==> src/rtl/mixer_pkg.sv <==
// Shared Q-format widths, product shift and sequencer state type
// for the mixing accumulator and its multiplier.
package mixer_pkg;

   localparam int SAMPLE_W   = 24;
   localparam int GAIN_W     = 18;
   localparam int ACC_W      = 36;
   // Q1.23 * Q6.12 = Q7.35; dropping 6 LSBs gives Q7.29
   localparam int PROD_SHIFT = 6;

   typedef enum logic [1:0] {
      ST_IDLE,
      ST_RUN,
      ST_DRAIN
   } state_e;

endpackage

==> src/rtl/mul_trunc.sv <==
// Registered full-width signed sample*gain product, then arithmetic
// shift with truncation to accumulator width.
// Ports: clk, reset_n, en_i (capture), sample_i, gain_i -> res_o.
module mul_trunc
   import mixer_pkg::*;
#(
   parameter int SW = SAMPLE_W,
   parameter int GW = GAIN_W,
   parameter int AW = ACC_W
) (
   input  logic          clk,
   input  logic          reset_n,
   input  logic          en_i,
   input  logic [SW-1:0] sample_i,
   input  logic [GW-1:0] gain_i,
   output logic [AW-1:0] res_o
);

   localparam int PW = SW + GW;

   logic signed [PW-1:0] s_ext;
   logic signed [PW-1:0] g_ext;
   logic signed [PW-1:0] prod_d;
   logic signed [PW-1:0] prod_q;

   // Sign-extend first so the PW-bit product is exact
   assign s_ext  = PW'($signed(sample_i));
   assign g_ext  = PW'($signed(gain_i));
   assign prod_d = s_ext * g_ext;

   always_ff @(posedge clk) begin
      if (!reset_n) begin
         prod_q <= '0;
      end else if (en_i) begin
         prod_q <= prod_d;
      end
   end

   assign res_o = AW'(prod_q >>> PROD_SHIFT);

endmodule

==> src/rtl/mix_accumulator.sv <==
// Frame sequencer and per-bus accumulator for a channel mixer.
// Ports: clk, reset_n, start/ready handshake, sample/gain memory
// addresses and read data, acc_out/acc_valid/acc_bus result strobe.
module mix_accumulator
   import mixer_pkg::*;
#(
   parameter int NUM_CHANNELS = 8,
   parameter int NUM_BUSES    = 2,
   parameter int SAMPLE_WIDTH = SAMPLE_W,
   parameter int GAIN_WIDTH   = GAIN_W,
   parameter int ACC_WIDTH    = ACC_W,
   localparam int CW  = $clog2(NUM_CHANNELS),
   localparam int TOT = NUM_BUSES * NUM_CHANNELS,
   localparam int GA  = $clog2(TOT),
   localparam int BW  = (NUM_BUSES > 1) ? $clog2(NUM_BUSES) : 1
) (
   input  logic                    clk,
   input  logic                    reset_n,
   input  logic                    start,
   output logic                    ready,
   output logic [CW-1:0]           sample_addr,
   output logic [GA-1:0]           gain_addr,
   input  logic [SAMPLE_WIDTH-1:0] sample_data,
   input  logic [GAIN_WIDTH-1:0]   gain_data,
   output logic [ACC_WIDTH-1:0]    acc_out,
   output logic                    acc_valid,
   output logic [BW-1:0]           acc_bus
);

   state_e state_q;
   logic   ready_q;
   logic [1:0] drain_q;

   logic [CW-1:0] sample_addr_q;
   logic [GA-1:0] gain_addr_q;
   logic [BW-1:0] bus_q;

   // Stage 2: read data returning; stage 3: product registered
   logic          v2_q, f2_q, l2_q;
   logic [BW-1:0] b2_q;
   logic          v3_q, f3_q, l3_q;
   logic [BW-1:0] b3_q;

   logic [ACC_WIDTH-1:0] prod;
   logic [ACC_WIDTH-1:0] acc_q;
   logic [ACC_WIDTH-1:0] acc_d;
   logic [ACC_WIDTH-1:0] acc_out_q;
   logic                 acc_valid_q;
   logic [BW-1:0]        acc_bus_q;

   mul_trunc #(
      .SW (SAMPLE_WIDTH),
      .GW (GAIN_WIDTH),
      .AW (ACC_WIDTH)
   ) u_mul (
      .clk      (clk),
      .reset_n  (reset_n),
      .en_i     (v2_q),
      .sample_i (sample_data),
      .gain_i   (gain_data),
      .res_o    (prod)
   );

   // First channel of a bus restarts the sum; wraps mod 2^ACC_WIDTH
   assign acc_d = f3_q ? prod : acc_q + prod;

   always_ff @(posedge clk) begin
      if (!reset_n) begin
         state_q       <= ST_IDLE;
         ready_q       <= 1'b1;
         drain_q       <= '0;
         sample_addr_q <= '0;
         gain_addr_q   <= '0;
         bus_q         <= '0;
         v2_q          <= 1'b0;
         f2_q          <= 1'b0;
         l2_q          <= 1'b0;
         b2_q          <= '0;
         v3_q          <= 1'b0;
         f3_q          <= 1'b0;
         l3_q          <= 1'b0;
         b3_q          <= '0;
         acc_q         <= '0;
         acc_out_q     <= '0;
         acc_valid_q   <= 1'b0;
         acc_bus_q     <= '0;
      end else begin
         v2_q <= (state_q == ST_RUN);
         f2_q <= (sample_addr_q == '0);
         l2_q <= (sample_addr_q == CW'(NUM_CHANNELS - 1));
         b2_q <= bus_q;
         v3_q <= v2_q;
         f3_q <= f2_q;
         l3_q <= l2_q;
         b3_q <= b2_q;

         acc_valid_q <= 1'b0;
         if (v3_q) begin
            acc_q <= acc_d;
            // Output copy lets the next bus reuse acc_q immediately
            if (l3_q) begin
               acc_out_q   <= acc_d;
               acc_bus_q   <= b3_q;
               acc_valid_q <= 1'b1;
            end
         end

         unique case (state_q)
            ST_IDLE: begin
               if (start) begin
                  state_q       <= ST_RUN;
                  ready_q       <= 1'b0;
                  sample_addr_q <= '0;
                  gain_addr_q   <= '0;
                  bus_q         <= '0;
               end
            end
            ST_RUN: begin
               if (gain_addr_q == GA'(TOT - 1)) begin
                  state_q <= ST_DRAIN;
                  drain_q <= '0;
               end else begin
                  sample_addr_q <= sample_addr_q + CW'(1);
                  gain_addr_q   <= gain_addr_q + GA'(1);
                  if (sample_addr_q == CW'(NUM_CHANNELS - 1)) begin
                     bus_q <= bus_q + BW'(1);
                  end
               end
            end
            ST_DRAIN: begin
               // Three cycles cover the read, multiply and add stages
               if (drain_q == 2'd2) begin
                  state_q <= ST_IDLE;
                  ready_q <= 1'b1;
               end else begin
                  drain_q <= drain_q + 2'd1;
               end
            end
            default: begin
               state_q <= ST_IDLE;
               ready_q <= 1'b1;
            end
         endcase
      end
   end

   assign ready       = ready_q;
   assign sample_addr = sample_addr_q;
   assign gain_addr   = gain_addr_q;
   assign acc_out     = acc_out_q;
   assign acc_valid   = acc_valid_q;
   assign acc_bus     = acc_bus_q;

endmodule
==> config.mk <==
export PLATFORM = sky130hd
export DESIGN_NAME = mix_accumulator
export DESIGN_NICKNAME = d
export VERILOG_FILES = /design/src/rtl/mixer_pkg.sv /design/src/rtl/mul_trunc.sv /design/src/rtl/mix_accumulator.sv
export SDC_FILE = /design/constraint.sdc
export NUM_CORES = 2
export LEC_CHECK = 0
export ABC_AREA = 1
export BUFFER_PORTS_ARGS = -buffer_cell sky130_fd_sc_hd__buf_2
export CAP_MARGIN = 20
export CORE_MARGIN = 3
export CORE_UTILIZATION = 35
export CTS_CLUSTER_DIAMETER = 150
export DETAILED_ROUTE_END_ITERATION = 7
export PLACE_DENSITY = 0.52
export SYNTH_ARGS = -nofsm -noshare
export SYNTH_HDL_FRONTEND = slang
export SYNTH_SLANG_ARGS = --single-unit
==> constraint.sdc <==
create_clock -name clk -period 17.8 [get_ports clk]
set_input_delay 1.78 -clock clk [delete_from_list [all_inputs] [get_ports clk]]
set_output_delay 1.78 -clock clk [all_outputs]
set_load 0.02 [all_outputs]
## After elaboration in Yosys (flattened, before gate mapping)

Cells that the tools add are included.

| storage, ports and cells | value |
|---|---|
| flip-flop bits (word level) | 137 |
| input bits | 45 |

| operators by class | value |
|---|---|
| $add $sub $neg | 5 |
| $mul | 1 |
| equality and inequality tests | 11 |
| muxes and demuxes | 21 |
| bitwise operators | 1 |
| reductions and logical operators | 11 |

Operators with widths:

| kind | number |
|---|---|
| multiplier 24 x 18 -> 42 bit | 1 |
| adder 36 bit | 1 |
| two-way mux 36 bit | 1 |
| AND reduction 3 bit | 4 |
| two-way mux 2 bit | 5 |
| two-way mux 4 bit | 2 |
| != test 2 bit, second input constant | 4 |
| one-hot mux 4 bit (2 select lines) | 1 |
| two-way mux 3 bit | 2 |
| one-hot mux 2 bit (3 select lines) | 1 |
| one-hot mux 3 bit (2 select lines) | 1 |
| two-way mux 1 bit | 5 |
| adder 4 x 1 -> 4 bit, second input constant | 1 |
| equality test 2 bit, second input constant | 2 |
| equality test 4 bit, second input constant | 1 |
| != test 2 x 1 -> 1 bit, second input constant | 2 |
| one-hot mux 2 bit (2 select lines) | 1 |
| AND reduction 2 bit | 2 |
| AND reduction 4 bit | 1 |
| nonzero test 2 bit | 2 |
| adder 3 x 1 -> 3 bit, second input constant | 1 |
| equality test 3 bit, second input constant | 1 |
| zero test 3 bit | 1 |
| one-hot mux 1 bit (3 select lines) | 1 |
| other kinds (6) | 6 |

## Longest topological paths before layout

| depth | value |
|---|---|
| word-level depth | 4 |
| depth in mapped cells | 30 |
| gate-level depth less buffers | 29 |

## By module

From an unflattened synthesis, not the netlist that was laid out.

| unflattened totals | value |
|---|---|
| cell total of the unflattened synthesis | 3,583 |
| area total of the unflattened synthesis | 24,646.1 µm² |

By module, submodules not included:

| module | instances | cells each | area each (µm²) |
|---|---|---|---|
| mul_trunc | 1 | 2,478 | 18,056.1 |
| mix_accumulator | 1 | 1,105 | 6,590.1 |

## Worst setup path before layout

No wires, ideal clock.

| timing | value |
|---|---|
| kind | input port to flip-flop |
| start point | in sample_data[23] |
| end point | reg u_mul.prod_q[41] |
| arrival | 7.176 ns |
| required time | 17.691 ns |
| path slack | 10.515 ns |
| cell stages on the path | 24 |
| cell sequence | clkbuf_1 > clkbuf_1 > nand2_1 > fa_1 > inv_1 > fa_1 > inv_1 > fa_1 > inv_1 > fa_1 > inv_1 > fa_1 > inv_1 > fa_1 > ha_1 > nand2_1 > nor3_1 > inv_1 > nor3_1 > nand4_1 > nand4_1 > nand3_1 > nand2_1 > inv_1 |

| on the way | value |
|---|---|
| cells in the longest elaborated chain, start to end | 1 |

RTL lines:

| what | RTL line | RTL |
|---|---|---|
| from (decl) | mix_accumulator.sv:23 | `input logic [SAMPLE_WIDTH-1:0] sample_data,` |
| multiplier 24 x 18 -> 42 bit | mul_trunc.sv:29 | `assign prod_d = s_ext * g_ext;` |
| to (signal assigned) | mul_trunc.sv:35 | `prod_q <= prod_d;` |
| to (decl) | mul_trunc.sv:24 | `logic signed [PW-1:0] prod_q;` |

No other way between the ends.
A chain may end at the register's enable or synchronous reset.

## Worst setup path in the final report

| timing | value |
|---|---|
| start point | in gain_data[4] |
| end point | reg u_mul.prod_q[40] |

| on the way | value |
|---|---|
| cells in the longest elaborated chain, start to end | 1 |

RTL lines:

| what | RTL line | RTL |
|---|---|---|
| from (decl) | mix_accumulator.sv:24 | `input logic [GAIN_WIDTH-1:0] gain_data,` |
| multiplier 24 x 18 -> 42 bit | mul_trunc.sv:29 |  |

No other way between the ends.

==> summary.md <==
The number of hold buffers added after CTS was 0. The synthesis-to-finish area growth was 7.10%. By area the synthesized netlist is led by fa_1, inv_1, nand2_1.

The count of final hold-check violations was 0. Among the stages of the critical path, the cell type that occurs most often is inv_1. The floorplan step defined a die boundary enclosing 72000 um^2. Measured in cells, the most critical reg-to-reg path has a length of 17. The post-detailed-route via-to-cell ratio works out to 4.70. For the number of clock sinks seen by CTS, the log shows 131.

The share of synthesized registers carrying an async set or reset came out at 0%. TritonCTS built the clock tree. For this run, the slowest stage of the critical path takes 800 ps. Counting along the longest clock path gives a buffer depth of 2.

Cells with a size suffix above 1 make up 4.61% of the layout. The commonest cells after synthesis are inv_1, nand2_1, fa_1, nor2_1, ha_1. Based on the critical path, the design can be clocked at up to 134 MHz. Synthesis produced a netlist whose cell count is 3405. The synthesized design devotes to its leading area cell type 35.4% of total area. The die is 268 um wide. The number of buffers added by the clock tree synthesis step is 17, and the remaining global-route overflow is 0.

Worst min-delay path category: reg -> reg. The maximum net fanout on the critical path was 24; the required arrival time at the worst endpoint was 18140 ps. The tools report the deepest level of the CTS H-tree as 4. STA puts the critical path data arrival time at 7790 ps.

Total DRC errors in the routed layout: 0. The root buffer cell chosen for the clock tree is clkbuf_16. After routing, the total negative slack on setup checks comes to 0 ps. Synthesis inferred 131 register bits. The run gives 4016 as the post-synth net total.

The fraction of the cycle the final worst path needs is 41.9%. Measured against its own limit, the worst slew margin works out to 34.1%. Global routing used 20.1% of the available tracks. The initial antenna violation count is 1.

After clock tree synthesis, the clock-pin slew on the worst setup and hold paths is 60 ps. Yosys mapped a number of flops with a built-in enable equal to 0. Summing every instance area after synthesis gives 24100 um^2.

The final count of pins violating max slew is 0, and the count of filler cells inserted in the layout is 7287. The first routing iteration left 1142 violations. The setup path with the least slack is of type in -> reg. Among all stages on the critical path, the largest delay is contributed by fa_1.

Sequential elements use 10.9% of the synthesized area. In this run the remaining antenna-violating nets after routing total 0. The count of cell types in the netlist was 46; the layout net count was 4005. For the via count of the first global-routing pass, the log shows 20973.

The run finished with clean final reports. Of all cell types, the one taking the most synthesized area is fa_1. The worst setup path is captured at a flip-flop. The tools report the clock network latency to the later pin of the worst-skew pair as 460 ps.

For the final database, setup skew stands at 17.5 ps. Yosys printed 0 warnings. The logs give 0 for the count of inserted antenna diode cells and 0 for the post-cts gate resize count. The first global-routing pass estimated 114000 um of wire. Setup repair after global routing left no endpoint under its margin. The clock period could shrink to 7450 ps. Traced cell by cell, the critical path runs through buf_2 -> nand2_1 -> fa_1 -> inv_1 -> fa_1 -> inv_1 -> fa_1 -> inv_1 -> fa_1 -> inv_1 -> fa_1 -> inv_1 -> fa_1 -> ha_1 -> inv_1 -> nor3_1 -> nand2_1 -> nor3_1 -> nand2_1 -> nand3_1 -> nand3_1 -> nand2_1 -> inv_1. For the multi-input gate area in the final layout, the log shows 17600 um^2. Number of cells on the worst hold path: 2.

The run gives 55100 um as the half-perimeter wire length of the detailed placement result. For the final weighted congestion in routability-driven placement, the log shows 0.943. The most numerous cell in the Yosys netlist is inv_1. The die is 268 um tall. The total iterations of the first detailed-routing run is 6, and the synthesized area per cell is 7.07 um^2. The sequential cells in the finished layout cover a total of 2630 um^2. The number of setup buffers added after CTS is 0.

The logs give 0 for the max-cap check violation count and 95 for the number of standard-cell rows in the floorplan. Entering global routing, the biggest net connects 85 pins. The predominant post-synthesis flop cell was dfxtp_1. The I/O pin count came out at 91.

The quantity of I/O buffers inserted on ports came out at 90. The starting density of the core is 35.6%, and the core outline area is 67600 um^2. Summing over every cut layer, the via total after detailed routing is 20125. The total setup violations reported at the end of the flow came out at 0. The worst setup path is launched from a primary input. At the pin with the least slew margin, the transition time is 988 ps.

Summed over all layers, the routed wires come to 68700 um. Dividing the detail-routed wire length by the instance count gives 16.1 um.
-- metrics by stage --
stage | worst slack, ps | hold WS [ps] | std cells | cell area [um^2] | utilization [%]
detailed placement | 9850 | 396 | 4248 | 25200 | 37.3
finish | 10350 | 409 | 4280 | 25800 | 38.1
floorplan | 10520 | 390 | 3405 | 24100 | -
global route | 9870 | 436 | 4280 | 25800 | 38.1
CTS | 10320 | 411 | 4280 | 25800 | 38.1
global placement | 9860 | 393 | 4248 | 25200 | 37.3
-- kinds of logic (layout without fill, tap and decap cells) --
group           count (synthesis)  in the layout  synth area share (%)
fa+ha+maj                     566            566                  42.7
compound gates                261            261                  6.06
xor+xnor                       31             31                  1.13
mux                             1              1                0.0416
flops                         131            131                  10.9
buf+inv                      1039           1041                  16.2
simple gates                 1376           1376                  23.0
-- path summary, 6_finish.rpt --
kind	from	to	slack (ps)
worst max register to register	u_mul.prod_q[6]	acc_out[32]	15060
worst max-delay path	gain_data[4]	u_mul.prod_q[40]	10350
worst min register to register	l2_q	l3_q	410
worst min-delay path	l2_q	l3_q	410
-- final cells by class --
cell class | count | area share [%]
well taps | 873 | 4.23
clock inverters | 11 | 0.490
clock buffers | 21 | 1.82
multi-input cells | 2235 | 68.1
repair buffers | 96 | 1.92
flip-flops and latches | 131 | 10.2
inverters | 913 | 13.3
-- metal layers --
layer	part of all wire, %	track usage [%]
met1	47	27.7
met4	1.7	4.03
met3	3.5	1.74
met5	0.019	0
met2	47	34.6
-- cell usage in the layout (no fill, tap or decap), types with 3 or more instances in the layout --
master,n
inv_1,909
nand2_1,862
fa_1,426
nor2_1,296
ha_1,140
nand3_1,136
dfxtp_1,129
a21oi_1,99
o21ai_0,96
buf_2,90
nand4_1,22
xor2_1,18
o211ai_1,18
nor3_1,17
o21bai_1,17
clkbuf_16,17
or2_2,16
xnor2_1,13
a31oi_1,9
nand3b_1,9
a21o_1,9
buf_4,6
nor4_1,4
nand2_2,4
clkinvlp_4,4
o21ai_1,3
clkbuf_8,3
-- critical path: cells and delay by family --
family	cells	cell delay (ps)
buffers and inverters	8	1040
and+or+nand+nor	8	1190
adders and majority gates	7	3760
-- state kept, by name (all words and copies together) (netlist names) --
| name | flops |
|---|---|
| l2_q | 1 |
| gain_addr | 4 |
| b2_q | 1 |
| drain_q | 2 |
| f3_q | 1 |
| acc_bus | 1 |
| acc_q | 36 |
| bus_q | 1 |
| ready | 1 |
| acc_valid | 1 |
| acc_out | 36 |
| l3_q | 1 |
| b3_q | 1 |
| sample_addr | 3 |
| u_mul.prod_q | 36 |
| f2_q | 1 |
| state_q | 2 |
| v3_q | 1 |
| v2_q | 1 |
Power is left out: the tool's default activity adds up to more than one toggle a clock period on the data nets, which glitch-free logic cannot reach.
